[src/rtl/stopwatch_ctrl.sv]
// -----------------------------------------------------------------------------
// stopwatch_ctrl
//   Run controller for a 4-digit packed-BCD stopwatch datapath. It turns three
//   raw push buttons into Start/Stop, Lap and Clear actions. It issues the
//   count-enable tick from a prescaler and the synchronous clear. It also
//   freezes the displayed value for lap times and stops at full scale.
//
// Parameters
//   TICK_DIV   clock cycles per count increment (>= 1)
//   TICK_W     prescaler width, 2**TICK_W >= TICK_DIV
//   MAX_COUNT  full-scale datapath value; no enable is issued past it
//
// Ports
//   Clock      in   system clock, rising edge
//   Resetn     in   asynchronous active-low reset
//   StartStop  in   raw button, active high, asynchronous to Clock
//   Lap        in   raw button, active high, asynchronous to Clock
//   Clear      in   raw button, active high, asynchronous to Clock
//   Count      in   current datapath value (packed BCD, 16 bits)
//   CountEn    out  one-cycle increment strobe to the datapath
//   CountClr   out  one-cycle synchronous clear to the datapath
//   Display    out  value routed to the HEX decoders
//   Running    out  high while counting
//   LapHeld    out  high while the display is frozen
//   Overflow   out  sticky full-scale flag
//   state_dbg  out  current FSM state encoding (debug observation)
//
// Handshake: there is no valid/ready pair here. CountEn and CountClr are
// single-cycle strobes that the datapath samples on the next rising edge.
// The datapath has no back-pressure.
// -----------------------------------------------------------------------------
module stopwatch_ctrl #(
  parameter int          TICK_DIV  = 500000,
  parameter int          TICK_W    = 19,
  parameter logic [15:0] MAX_COUNT = 16'h9999
) (
  input  logic        Clock,
  input  logic        Resetn,
  input  logic        StartStop,
  input  logic        Lap,
  input  logic        Clear,
  input  logic [15:0] Count,
  output logic        CountEn,
  output logic        CountClr,
  output logic [15:0] Display,
  output logic        Running,
  output logic        LapHeld,
  output logic        Overflow,
  output logic [2:0]  state_dbg
);

  typedef enum logic [2:0] {
    S_INIT  = 3'd0,
    S_IDLE  = 3'd1,
    S_RUN   = 3'd2,
    S_PAUSE = 3'd3,
    S_FULL  = 3'd4
  } state_t;

  localparam logic [TICK_W-1:0] TICK_LAST = TICK_W'(TICK_DIV - 1);
  localparam logic [TICK_W-1:0] TICK_ONE  = TICK_W'(1);

  state_t              state;
  logic [TICK_W-1:0]   prescaler;
  logic [15:0]         lap_q;

  // Button conditioning, bit order {Clear, Lap, StartStop}. Two flops
  // synchronise the raw input. The third flop holds the previous
  // synchronised value, so a held button yields a single edge.
  logic [2:0] btn_s1;
  logic [2:0] btn_s2;
  logic [2:0] btn_prev;
  logic [2:0] btn_edge;

  always_ff @(posedge Clock or negedge Resetn) begin
    if (!Resetn) begin
      btn_s1   <= 3'b000;
      btn_s2   <= 3'b000;
      btn_prev <= 3'b000;
    end else begin
      btn_s1   <= {Clear, Lap, StartStop};
      btn_s2   <= btn_s1;
      btn_prev <= btn_s2;
    end
  end

  assign btn_edge = btn_s2 & ~btn_prev;

  logic ss_e;
  logic lap_e;
  logic clr_e;
  assign ss_e  = btn_edge[0];
  assign lap_e = btn_edge[1];
  assign clr_e = btn_edge[2];

  // A tick is the last cycle of a prescaler period while running. The
  // enable is combinational so that the full-scale compare sees the value
  // that the datapath would actually increment.
  logic tick;
  logic at_max;
  assign tick    = (state == S_RUN) && (prescaler == TICK_LAST);
  assign at_max  = (Count == MAX_COUNT);
  assign CountEn = tick && !at_max;

  assign Running   = (state == S_RUN);
  assign Display   = LapHeld ? lap_q : Count;
  assign state_dbg = state;

  // Clear acts only when not counting. In those states it outranks
  // StartStop and Lap, so a simultaneous press drops the other edges.
  logic clr_act;
  assign clr_act = clr_e &&
                   ((state == S_IDLE) || (state == S_PAUSE) || (state == S_FULL));

  always_ff @(posedge Clock or negedge Resetn) begin
    if (!Resetn) begin
      state     <= S_INIT;
      prescaler <= '0;
      lap_q     <= 16'h0000;
      CountClr  <= 1'b0;
      LapHeld   <= 1'b0;
      Overflow  <= 1'b0;
    end else begin
      CountClr <= 1'b0;
      if (clr_act) begin
        CountClr  <= 1'b1;
        prescaler <= '0;
        LapHeld   <= 1'b0;
        Overflow  <= 1'b0;
        state     <= S_IDLE;
      end else begin
        case (state)
          S_INIT: begin
            // First cycle after reset release: clear the datapath once.
            CountClr  <= 1'b1;
            prescaler <= '0;
            state     <= S_IDLE;
          end
          S_IDLE: begin
            if (ss_e) begin
              prescaler <= '0;
              state     <= S_RUN;
            end
          end
          S_RUN: begin
            prescaler <= tick ? '0 : prescaler + TICK_ONE;
            // Reaching full scale wins over a Stop press in the same cycle.
            if (tick && at_max) begin
              Overflow <= 1'b1;
              state    <= S_FULL;
            end else if (ss_e) begin
              state <= S_PAUSE;
            end
            if (lap_e && !ss_e) begin
              LapHeld <= !LapHeld;
              if (!LapHeld) lap_q <= Count;
            end
          end
          S_PAUSE: begin
            // The prescaler is held so that a resume finishes the
            // partial period.
            if (ss_e) begin
              state <= S_RUN;
            end else if (lap_e) begin
              LapHeld <= !LapHeld;
              if (!LapHeld) lap_q <= Count;
            end
          end
          S_FULL: begin
            state <= S_FULL;
          end
          default: begin
            state <= S_INIT;
          end
        endcase
      end
    end
  end

endmodule

[config.mk]
export PLATFORM = sky130hd
export DESIGN_NAME = stopwatch_ctrl
export DESIGN_NICKNAME = d
export VERILOG_FILES = /design/src/rtl/stopwatch_ctrl.sv
export SDC_FILE = /design/constraint.sdc
export NUM_CORES = 1
export LEC_CHECK = 0
export ABC_CLOCK_PERIOD_IN_PS = 2300
export BUFFER_PORTS_ARGS = -buffer_cell sky130_fd_sc_hd__buf_2
export CAP_MARGIN = 20
export CORE_MARGIN = 2
export CORE_UTILIZATION = 48
export DETAILED_ROUTE_END_ITERATION = 10
export PLACE_DENSITY = 0.7
export SLEW_MARGIN = 20
export SYNTH_ARGS = -nofsm -noshare
export SYNTH_HDL_FRONTEND = slang
export SYNTH_SLANG_ARGS = --single-unit
[constraint.sdc]
create_clock -name Clock -period 2.3 [get_ports Clock]
set_input_delay 0.115 -clock Clock [delete_from_list [all_inputs] [get_ports Clock]]
set_output_delay 0.115 -clock Clock [all_outputs]
set_load 0.03 [all_outputs]
== Yosys cells after proc, flatten, opt, wreduce, memory -nomap -nowiden ==
Index checks and enable logic that the tools add are counted.
W data, S select, Z words.
Cells by class
  $mul: 0
  reduce and logical (&&, ||, !) cells: 22
  bitwise operators: 3
  div/mod/pow operators: 0
  shifts and indexed selects: 0
  $add $sub $neg: 1
  order comparisons: 0
  equal/unequal tests: 15
  multiplexer cells: 24
Operators by type and width (number)
  $mux W16: 4
  $mux W19: 3
  $pmux W19 S3: 1
  $pmux W16 S2: 1
  $add A19 B1 Y19 const B: 1
  $eq A19 B19 Y1 const B: 1
  $eq A16 B16 Y1 const B: 1
  $mux W3: 4
  $pmux W3 S4: 1
  $mux W1: 9
  $ne A3 B3 Y1 const B: 3
  $eq A3 B2 Y1 const B: 2
  $ne A3 B1 Y1 const B: 2
  $reduce_and A2 Y1: 3
  $reduce_bool A2 Y1: 3
  $logic_and A1 B1 Y1: 5
  $reduce_and A5 Y1: 1
  $ne A2 B2 Y1 const B: 2
  $ne A4 B1 Y1 const B: 1
  $reduce_and A4 Y1: 1
  $reduce_bool A4 Y1: 1
  $and A3 B3 Y3: 1
  $eq A3 B1 Y1 const B: 1
  $eq A3 B3 Y1 const B: 1
  other kinds (9): 12
Word-level totals
  bits in writable memories: 0
  bits in latches: 0
  memory bits (read-only): 0
  output and inout bits: 24
  bits of input ports: 21
  memories kept: 0
  bits in registers: 50
  logic and storage cells: 74

== Logic depth before layout (Yosys ltp) ==
  depth in word-level cells: 7
  gate-level depth with buffers: 7
  mapped depth without buffers: 6

== Least setup slack after synthesis ==
OpenSTA, ideal clock, no wires.
  path kind: register to register
  start point: reg LapHeld
  end point: reg lap_q[10]
  clock period less this slack: 2.046 ns
  arrival time: 1.921 ns
  path slack: 0.254 ns
  stages on the path, launching flop included: 5
  library setup time: 0.125 ns
  path through: dfrtp_1 -> clkbuf_1 -> clkbuf_1 -> mux2_2 -> mux2_2
On the way
  longest elaborated chain between the ends: 4
  elaborated cells on any way between the ends: 5
Ends and longest elaborated chain
  from (decl): line 47  | output logic LapHeld,
  from (signal assigned): line 155  | LapHeld <= !LapHeld;
  from (signal assigned): line 165  | LapHeld <= !LapHeld;
  $mux W16 (*)
  named net Display[10]: line 45  | output logic [15:0] Display,
  $mux W16 (2 in a row)
  $pmux W16 S2 (*)
  to (signal assigned): line 156  | if (!LapHeld) lap_q <= Count;
  to (signal assigned): line 166  | if (!LapHeld) lap_q <= Count;
  to (decl): line 65  | logic [15:0] lap_q;
Mark *: on every way through the listed nets, which the timed path passes. The rest lies on a longest branch. The select of a mux whose other input is x is not followed.
A chain may end at the register's enable or synchronous reset.

== Final worst setup path ==
  start point: reg prescaler[14]
  end point: out CountEn
On the way
  longest elaborated chain between the ends: 3
Ends and longest elaborated chain
  from (decl): line 64  | logic [TICK_W-1:0] prescaler;
  from (signal assigned): line 146  | prescaler <= tick ? '0 : prescaler + TICK_ONE;
  $eq A19 B19 Y1: line 101  | assign tick = (state == S_RUN) && (prescaler == TICK_LAST);
  $logic_and A1 B1 Y1: line 101
  $logic_and A1 B1 Y1: line 103  | assign CountEn = tick && !at_max;
  to (decl): line 43  | output logic CountEn,
No other way between the ends.

==> impl_metrics.toml <==
[synthesis]
yosysWarnings = 0
ys_seq_area_share_pct = 50.5
synthCells = 226
synth_cell_types = 45
avgSynthCellArea_sq_um = 11.0
async_flop_share_pct = 100
ys_ff_latch = 50
synth_flop_cell = "dfrtp_1"
synth_edf_count = 0
synth_area_sq_um = 2480
synth_fp_nets = 248

[critical_path]
start_kind = "flop"
worstPathRequired_ps = 2180
reg2reg_slack_ps = 130
cp-end-kind = "primary output"
rr_worst_depth = 6
r2r_start = "prescaler[14]"
rr_endpoint = "prescaler[7]"
worstPathMaxFanout = 5
path_class = "reg -> out"
cp.arrival_ps = 2070

[timing]
final_hold_viol_count = 0
setup_tns_ps = 0
timing.final.crit_share_pct = 95.0
skew_ps = 5.62
timing.final.crit_period_ps = 2180
maxSlewViolCount = 0
rsz0062_at_grt = "false"
setup_viol = 0
fin_ws_ps = 116
maxSlewHeadroom_pct = 50.0
fmax_ghz = 0.458
tightest_slew_ps = 749

[drt]
wl_per_cell_um = 14.4
ant_nets = 0
wl_mm = 5.14
drcViolationCount = 0
vias = 1927
vias_per_cell = 5.41
first_pass_iters = 4
drt_iter0_markers = 95

[worst_hold_path]
holdPathEnd = "lap_q[11]"
hold_depth = 3
hold_class = "in -> reg"
hold_start = "Count[11]"

[final_layout]
nNetsFinal = 307
drive_gt1_share_pct = 35.3
final_common_cell = "dfrtp_1"
final_area_sq_um = 2970
diodes = 0
layout_common_cells = "dfrtp_1 (49), buf_2 (43), mux2_2 (32)"
area_growth_syn_to_layout_pct = 19.8
fillers = 434

[global_route]
gr-total-overflow = 0
grt_pass1_vias = 1861
antenna_found_initial = 0
grt_pass1_wl_mm = 8.51
grtUsageTotal_pct = 19.5
grt_max_degree = 27

[clocking]
clock_latency_ps = 300
htree_levels = 2
clk_pin_slew_worst_paths_ps = 90
cts_inserted_buffers = 5
root_buffer = "clkbuf_8"
cts_tree = "yes"
clockBufferDepth = 2
clock-sinks = 50

[floorplan]
die_h_um = 75.9
fp.dieW_um = 75.9
start_util_pct = 49.2
num_rows = 26
dieArea_sq_um = 5750
ioPinCount = 45
core-area_sq_um = 5040

[place]
place_congestion = 0.814
dpl.hpwl_mm = 3.64
port_buffers = 44
pre_cts_slack_ps = 180
placed_area_sq_um = 2790

[power]
p_leak_uw = 0.00134
vdd_ir_drop_max_uv = 548
power_density_nw_per_um2 = 945

[flow_run]
cap_viol_max_count = 0

[outcome]
status = "finished clean"
synthesized netlist by cell type (3+ instances only):
cell type | instances | area, sq um
inv_1 | 5 | 18.8
o21ai_0 | 8 | 40.0
mux2_2 | 32 | 360
nand4_1 | 5 | 31.3
nand2b_1 | 3 | 18.8
a31oi_1 | 9 | 56.3
a22o_1 | 4 | 35.0
nand2_1 | 15 | 56.3
a21oi_1 | 12 | 60.1
nor2b_1 | 6 | 37.5
nor2_1 | 16 | 60.1
nand3_1 | 9 | 45.0
and3_1 | 5 | 31.3
clkbuf_1 | 3 | 11.3
dfrtp_1 | 50 | 1250
nor3_1 | 7 | 35.0
per-layer routing:
metal  part of all wire, %  track usage, %
met5                     0               0
met4                  0.89            4.48
met3                   5.3            4.23
met2                    47            32.6
met1                    47            26.2
critical path, cell delays in order (launching register included):
cell,delay (ps)
dfrtp_1,430
or4b_4,560
nor4_4,290
nand4_1,180
nor2b_1,150
buf_4,170
worst max-delay path by stage:
stage              endpoint  cells after the start           from
4_1_cts             CountEn                      5  prescaler[10]
2_1_floorplan     lap_q[10]                      4        LapHeld
5_1_grt             CountEn                      5  prescaler[11]
3_5_place_dp   prescaler[7]                      5  prescaler[11]
3_3_place_gp   prescaler[7]                      5  prescaler[11]
6_report            CountEn                      5  prescaler[14]
cell type report:
type / count / area, sq um / area share, %
flip-flops and latches: 50 / 1250 / 42.2
multi-input cells: 164 / 1150 / 38.9
repair buffers: 59 / 358 / 12.0
well taps: 70 / 87.6 / 2.95
clock buffers: 6 / 82.6 / 2.78
inverters: 5 / 18.8 / 0.632
clock inverters: 2 / 16.3 / 0.548
cells by family after synthesis:
logic type	share of synthesized area [%]
muxes	14.9
buffers and inverters	2.93
DFF	50.5
adders and majority gates	0.505
xor gates and xnor gates	0.353
and+or+nand+nor	18.0
AOI/OAI and AO/OA	12.8
power breakdown:
part	switching, uW	internal (uW)	leakage, uW
Combinational	595	441	0.000659
Sequential	163	1070	0.000632
Clock	290	248	0.0000478
state kept, by name, summed over array words and instances, names as in the netlist:
signal / flops
btn_s2: 3
CountClr: 1
prescaler: 19
btn_prev: 3
btn_s1: 3
lap_q: 16
LapHeld: 1
state_dbg: 3
Overflow: 1
metrics by stage:
step | hold slack, ps | cells | util, % | total power (uW)
5_1_grt | 198 | 356 | 58.9 | 2990
6_report | 202 | 356 | 58.9 | 2810
4_1_cts | 188 | 354 | 58.6 | 2840
3_5_place_dp | 142 | 339 | 55.3 | 2290
3_3_place_gp | 140 | 339 | 55.3 | 2250
2_1_floorplan | -181 | 226 | - | 2030
repair_timing:
action,4_1_cts,5_1_grt
setup buffers,3,2
pin swaps,2,2
resized for setup,2,0
hold buffers,4,0
endpoints found under the setup margin,1,1
hold endpoints to repair,27,0
(Power assumes the default switching activity.)
